[src/rtl/nf10_upb_reset_seq_pkg.sv]
// Shared types and constants for the NF10 UPB reset sequencer.
package nf10_upb_reset_seq_pkg;

    typedef enum logic [2:0] {
        RST_MMCM  = 3'd0,
        WAIT_LOCK = 3'd1,
        RST_IDLY  = 3'd2,
        WAIT_RDY  = 3'd3,
        WAIT_DCI  = 3'd4,
        STABLE    = 3'd5,
        RUN       = 3'd6
    } seq_state_e;

    localparam logic [7:0] RETRY_SAT = 8'hFF;

    function automatic int cnt_width(input int a, input int b, input int c, input int d);
        int m;
        m = a;
        if (b > m) m = b;
        if (c > m) m = c;
        if (d > m) m = d;
        return $clog2(m) + 1;
    endfunction

endpackage

[src/rtl/nf10_upb_sync2.sv]
// Two-flop synchronizer for a single asynchronous status bit; clears to 0.
module nf10_upb_sync2 (
    input  logic clk_i,
    input  logic rst_i,
    input  logic d_i,
    output logic q_o
);

    logic meta_q;
    logic sync_q;

    always_ff @(posedge clk_i) begin
        if (rst_i) begin
            meta_q <= 1'b0;
            sync_q <= 1'b0;
        end else begin
            meta_q <= d_i;
            sync_q <= meta_q;
        end
    end

    assign q_o = sync_q;

endmodule

[src/rtl/nf10_upb_reset_sequencer.sv]
// MMCM / IODELAYCTRL / DCI bring-up sequencer owning the system reset.
// NF10_UPB_RESET_SEQ_STATUS_EN adds state_code and lock_loss_count outputs.
//   state     | meaning
//   RST_MMCM  | hold mmcm_rst for mmcm_rst_cycles
//   WAIT_LOCK | wait for MMCM lock, timeout retries MMCM reset
//   RST_IDLY  | hold idelayctrl_rst for idelay_rst_cycles
//   WAIT_RDY  | wait for IODELAYCTRL ready, timeout retries IDELAY reset
//   WAIT_DCI  | wait for DCI calibration, timeout retries MMCM reset
//   STABLE    | all goods high for stable_cycles in a row
//   RUN       | system reset released
module nf10_upb_reset_sequencer
    import nf10_upb_reset_seq_pkg::*;
#(
    parameter int mmcm_rst_cycles     = 16,
    parameter int lock_timeout_cycles = 100000,
    parameter int idelay_rst_cycles   = 8,
    parameter int stable_cycles       = 1024,
    parameter int use_iodelay_control = 1,
    parameter int wait_for_dci_locked = 1
) (
    input  logic        clk,
    input  logic        reset,
    input  logic        mmcm_locked,
    input  logic        idelayctrl_rdy,
    input  logic        dci_locked,
    output logic        mmcm_rst,
    output logic        idelayctrl_rst,
    output logic        reset_out,
    output logic        reset_n_out,
    output logic [7:0]  retry_count,
    output logic        seq_done
`ifdef NF10_UPB_RESET_SEQ_STATUS_EN
    ,
    output logic [2:0]  state_code,
    output logic [15:0] lock_loss_count
`endif
);

    localparam int CW = cnt_width(mmcm_rst_cycles, lock_timeout_cycles,
                                  idelay_rst_cycles, stable_cycles);
    localparam logic [CW-1:0] MMCM_LAST   = CW'(mmcm_rst_cycles - 1);
    localparam logic [CW-1:0] TO_LAST     = CW'(lock_timeout_cycles - 1);
    localparam logic [CW-1:0] IDLY_LAST   = CW'(idelay_rst_cycles - 1);
    localparam logic [CW-1:0] STABLE_LAST = CW'(stable_cycles - 1);

    localparam seq_state_e AFTER_RDY  = (wait_for_dci_locked != 0) ? WAIT_DCI : STABLE;
    localparam seq_state_e AFTER_LOCK = (use_iodelay_control != 0) ? RST_IDLY : AFTER_RDY;

    seq_state_e    state_q, state_d;
    logic [CW-1:0] cnt_q, cnt_d;
    logic          mmcm_rst_q, idly_rst_q, reset_q, reset_n_q, seq_done_q;
    logic [7:0]    retry_q;
    logic          retry_inc;
    logic          lock_s, rdy_s, dci_s;
    logic          rdy_ok, dci_ok;

    nf10_upb_sync2 u_sync_lock (.clk_i(clk), .rst_i(reset), .d_i(mmcm_locked),    .q_o(lock_s));
    nf10_upb_sync2 u_sync_rdy  (.clk_i(clk), .rst_i(reset), .d_i(idelayctrl_rdy), .q_o(rdy_s));
    nf10_upb_sync2 u_sync_dci  (.clk_i(clk), .rst_i(reset), .d_i(dci_locked),     .q_o(dci_s));

    // Disabled resources read as permanently good.
    assign rdy_ok = (use_iodelay_control != 0) ? rdy_s : 1'b1;
    assign dci_ok = (wait_for_dci_locked != 0) ? dci_s : 1'b1;

    always_comb begin
        state_d   = state_q;
        cnt_d     = cnt_q + 1'b1;
        retry_inc = 1'b0;
        case (state_q)
            RST_MMCM:  if (cnt_q == MMCM_LAST) state_d = WAIT_LOCK;
            WAIT_LOCK: begin
                if (lock_s) state_d = AFTER_LOCK;
                else if (cnt_q == TO_LAST) begin
                    state_d   = RST_MMCM;
                    retry_inc = 1'b1;
                end
            end
            RST_IDLY:  if (cnt_q == IDLY_LAST) state_d = WAIT_RDY;
            WAIT_RDY: begin
                if (rdy_ok) state_d = AFTER_RDY;
                else if (cnt_q == TO_LAST) begin
                    state_d   = RST_IDLY;
                    retry_inc = 1'b1;
                end
            end
            WAIT_DCI: begin
                if (dci_ok) state_d = STABLE;
                else if (cnt_q == TO_LAST) begin
                    state_d   = RST_MMCM;
                    retry_inc = 1'b1;
                end
            end
            STABLE: begin
                if (!lock_s) begin
                    state_d   = RST_MMCM;
                    retry_inc = 1'b1;
                end else if (!(rdy_ok && dci_ok)) cnt_d = '0;
                else if (cnt_q == STABLE_LAST) state_d = RUN;
            end
            RUN: begin
                cnt_d = cnt_q;
                if (!lock_s)      state_d = RST_MMCM;
                else if (!rdy_ok) state_d = RST_IDLY;
                else if (!dci_ok) state_d = WAIT_DCI;
                retry_inc = (state_d != RUN);
            end
            default: state_d = RST_MMCM;
        endcase
        if (state_d != state_q) cnt_d = '0;
    end

    // Outputs are registered from the next state so they line up with state_q.
    always_ff @(posedge clk) begin
        if (reset) begin
            state_q    <= RST_MMCM;
            cnt_q      <= '0;
            mmcm_rst_q <= 1'b1;
            idly_rst_q <= 1'b1;
            reset_q    <= 1'b1;
            reset_n_q  <= 1'b0;
            seq_done_q <= 1'b0;
            retry_q    <= '0;
        end else begin
            state_q    <= state_d;
            cnt_q      <= cnt_d;
            mmcm_rst_q <= (state_d == RST_MMCM);
            idly_rst_q <= (state_d inside {RST_MMCM, WAIT_LOCK, RST_IDLY});
            reset_q    <= (state_d != RUN);
            reset_n_q  <= (state_d == RUN);
            seq_done_q <= (state_d == RUN);
            if (retry_inc && (retry_q != RETRY_SAT)) retry_q <= retry_q + 8'd1;
        end
    end

    assign mmcm_rst       = mmcm_rst_q;
    assign idelayctrl_rst = idly_rst_q;
    assign reset_out      = reset_q;
    assign reset_n_out    = reset_n_q;
    assign retry_count    = retry_q;
    assign seq_done       = seq_done_q;

`ifdef NF10_UPB_RESET_SEQ_STATUS_EN
    logic [15:0] loss_q;
    logic        loss_inc;

    assign loss_inc = (state_q == RUN) && (state_d != RUN);

    always_ff @(posedge clk) begin
        if (reset)                              loss_q <= '0;
        else if (loss_inc && (loss_q != 16'hFFFF)) loss_q <= loss_q + 16'd1;
    end

    assign state_code      = state_q;
    assign lock_loss_count = loss_q;
`endif

endmodule

[config.mk]
export PLATFORM = sky130hd
export DESIGN_NAME = nf10_upb_reset_sequencer
export DESIGN_NICKNAME = d
export VERILOG_FILES = /design/src/rtl/nf10_upb_reset_seq_pkg.sv /design/src/rtl/nf10_upb_sync2.sv /design/src/rtl/nf10_upb_reset_sequencer.sv
export SDC_FILE = /design/constraint.sdc
export NUM_CORES = 1
export LEC_CHECK = 0
export CORE_MARGIN = 5
export CORE_UTILIZATION = 25
export CTS_BUF_LIST = sky130_fd_sc_hd__clkbuf_4
export DETAILED_ROUTE_END_ITERATION = 6
export PLACE_DENSITY_LB_ADDON = 0.15
export SETUP_SLACK_MARGIN = 0.3
export SLEW_MARGIN = 15
export SYNTH_ARGS = -nofsm -noshare
export SYNTH_HDL_FRONTEND = slang
export SYNTH_SLANG_ARGS = --single-unit
[constraint.sdc]
create_clock -name clk -period 5.25 [get_ports clk]
set_clock_uncertainty 0.05 [all_clocks]
set_input_delay 1.05 -clock clk [delete_from_list [all_inputs] [get_ports clk]]
set_output_delay 1.05 -clock clk [all_outputs]
set_load 0.01 [all_outputs]
==> flow_summary_export.csv <==
group,metric,value,unit
clocking,clk_pin_slew,0.13,ns
clocking,cts.sinks,39,
logic_synthesis,synth_edf_count,0,
power_and_ir_drop,p_sw,0.000128,W
logic_synthesis,syn-num-nets,243,
clocking,hold_buffers,0,
worst_setup_path,critical_path.startpoint_type,"flip-flop",
clocking,h-tree-depth,2,
worst_setup_path,path_cells,"ha_1, nand2_1, nor4_1, a32oi_2, or4_1, a21oi_1",
global_routing,grt_pass1_wl,8580,microns
logic_synthesis,ys_types,53,
power_and_ir_drop,p_leak,0.802,nW
global_routing,grt_overflow,0,
global_routing,antenna_found_initial,0,
place,post-place-ws,2.04,ns
floorplan,initial_core_util,26.0,%
final_layout,syn_to_final_growth,11.9,%
logic_synthesis,yosysWarningCount,0,
logic_synthesis,synth_area,2160,sq um
logic_synthesis,synthTopCellsByArea,"dfxtp_1 36%, nor4_1 4.9%, xnor2_1 3.7%",
final_layout,finalCoreUtilization,29.1,%
place,hpwl,3350,microns
final_layout,final_nets,255,
clocking,ctsResizeCount,0,
worst_setup_path,cp-end-kind,"flip-flop",
timing,slew_headroom,34.2,%
logic_synthesis,syn_area_per_cell,9.15,sq um
logic_synthesis,synth_ff_type,"dfxtp_1",
clocking,numCtsBuffers,5,
worst_setup_path,critPathTopFamily,"simple AND/OR/NAND/NOR gates",
worst_setup_path,critPathBufInv,0,
power_and_ir_drop,p_comb_share,5.3,%
timing,finalSetupViolCount,0,
run,max_cap_viol_count,0,
floorplan,ioPinCount,18,
clocking,cts_buffer_depth,2,
timing,rsz0062_at_grt,"false",
floorplan,die-area,10600,sq um
floorplan,core-area,8300,sq um
global_routing,track_usage,10.2,%
timing,period_needed,2.89,ns
clocking,clockRootBuffer,"clkbuf_4",
place,port_buffers,17,
detailed_routing,drt_wl_total,4910,microns
power_and_ir_drop,worst_ir_drop_vdd,0.0000652,V
final_layout,diodes,0,
power_and_ir_drop,cellPowerDensity,204,nW/um^2
global_routing,grt_pass1_vias,1727,
worst_setup_path,cp.arrival,3.13,ns
timing,hold_violations,0,
worst_setup_path,crit_required,5.49,ns
power_and_ir_drop,clkPwrFrac,32.6,%
logic_synthesis,ys_ff_latch,39,
logic_synthesis,synthTopCellsByCount,"39 x dfxtp_1, 17 x nor4_1, 15 x nand2_1, 13 x nand3_1, 12 x nor3_1",
power_and_ir_drop,power_frac_seq,62.1,%
timing,worst_pin_slew,0.978,ns
timing,finalCritPeriodShare,55.1,%
clocking,cts_tree,"yes",
detailed_routing,drt_first_pass_iters,4,
detailed_routing,drtAntennaViolNets,0,
worst_setup_path,critical_path_class,"reg2reg",
floorplan,rows,33,
detailed_routing,first_iter_violations,105,
timing,fin_setup_tns,0,ns
status,status,"finished clean",
clocking,cts_setup_buffers,0,
detailed_routing,num_vias,1758,
global_routing,grt_max_degree,21,
logic_synthesis,yosys.area.top_type,"dfxtp_1",
worst_setup_path,crit_slowest_cell,"nor4_1",
worst_setup_path,rrSetupSlack,2.36,ns
worst_setup_path,cp_max_fo,14,
floorplan,die_y,103,microns
logic_synthesis,yosysMostFrequentCell,"dfxtp_1",
logic_synthesis,synth_top_area_share,36.2,%
logic_synthesis,ys_seq_area_share,36.2,%
place,gp_congestion,0.729,
floorplan,die_w,103,microns
timing,setup_ws,2.36,ns
logic_synthesis,synthArstFlopShare,0,%
clocking,insertion_delay,0.36,ns
detailed_routing,drc_errors,0,
detailed_routing,drt-wirelength-per-cell,13.9,microns
power_and_ir_drop,p_int,0.000365,W
detailed_routing,via_per_inst,4.97,
final_layout,drive_above_1_share,10.8,%
hold_path,hp-class,"reg2reg",
power_and_ir_drop,switching_share,26.0,%
final_layout,nFillCells,890,
timing,fmax,346,MHz
timing,drv_slew,0,
worst_setup_path,max_stage_delay,0.75,ns
logic_synthesis,syn-instance-count,236,
-- per-stage QoR --
stage	cells	power (W)	area, sq um	hold slack [ns]
finish	354	0.000493	2410	0.407
detailed placement	346	0.000339	2360	0.385
global placement	346	0.000339	2360	0.375
CTS	354	0.000504	2410	0.413
floorplan	236	0.000332	2160	0.364
global route	354	0.000520	2410	0.434
-- area by class of cell --
class	instances	area [sq um]	share of cell area, %
Tap cell	105	131	5.44
Clock inverter	3	20.0	0.829
Clock buffer	5	37.5	1.55
Timing Repair Buffer	19	185	7.67
Multi-Input combinational cell	176	1230	51.1
Inverter	7	26.3	1.09
Sequential cell	39	781	32.3
-- worst paths after layout --
kind	startpoint	end	cells after the start
worst max-delay path	cnt_q[0]$_SDFFE_PP0P_	retry_count[4]$_SDFFE_PP0P_	6
worst min-delay path	u_sync_dci.meta_q$_SDFF_PP0_	u_sync_dci.q_o$_SDFF_PP0_	1
worst max register to register	cnt_q[0]$_SDFFE_PP0P_	retry_count[4]$_SDFFE_PP0P_	6
worst min register to register	u_sync_dci.meta_q$_SDFF_PP0_	u_sync_dci.q_o$_SDFF_PP0_	1
-- registers in the layout (all words and copies together), names as in the netlist --
name,flops
seq_done,1
mmcm_rst,1
state_q,3
u_sync_lock.meta_q,1
u_sync_dci.meta_q,1
idelayctrl_rst,1
reset_out,1
retry_count,8
u_sync_lock.q_o,1
u_sync_rdy.meta_q,1
cnt_q,18
u_sync_dci.q_o,1
u_sync_rdy.q_o,1
-- power by group through the flow --
stage	Sequential (W)	Clock, W	Combinational [W]
floorplan	0.000311	0	0.0000216
global placement	0.000313	0	0.0000262
detailed placement	0.000313	0	0.0000263
CTS	0.000306	0.000172	0.0000263
global route	0.000307	0.000183	0.0000295
finish	0.000306	0.000161	0.0000259
-- placed cells by master, fill, tap and decap left out, drive strengths merged, types with 4 or more instances in the layout --
cell           Yosys  routed
a31oi              6       6
o21ai              4       4
clkbuf             5       5
nand2             15      15
inv                7       7
o31ai              4       4
nand4              4       4
xor2               8       8
xnor2              9       9
nor2               9       9
or4                7       7
clkdlybuf4s50      0      17
a21oi              7       7
dfxtp             39      39
nand3             13      13
nor3              12      12
nor4              20      20
nor2b             11      11
and2               4       4
-- cells by family (layout without fill, tap and decap cells) --
kind of cell	Yosys count	count (layout)	synth area share, %
xor+xnor	17	17	6.90
flops	39	39	36.2
compound gates	42	42	15.5
fa+ha+maj	2	2	1.16
simple gates	112	112	32.0
buf+inv	21	34	6.67
mux	3	3	1.57
-- worst register-to-register path: stages, from the launching register on --
cell and delay [ns]:
dfxtp_1 0.39, ha_1 0.19, nand2_1 0.10, nor4_1 0.75, a32oi_2 0.59, or4_1 0.61, a21oi_1 0.14
-- layer usage --
metal	up-vias	global-route usage (%)	part of all wire, %
met5	-	0	0
met4	0	3.59	1.6
met3	7	2.50	3.6
met2	25	15.9	43
met1	823	13.8	52
li1	903	-	-
Note: power is estimated with default switching activity, not from simulation.
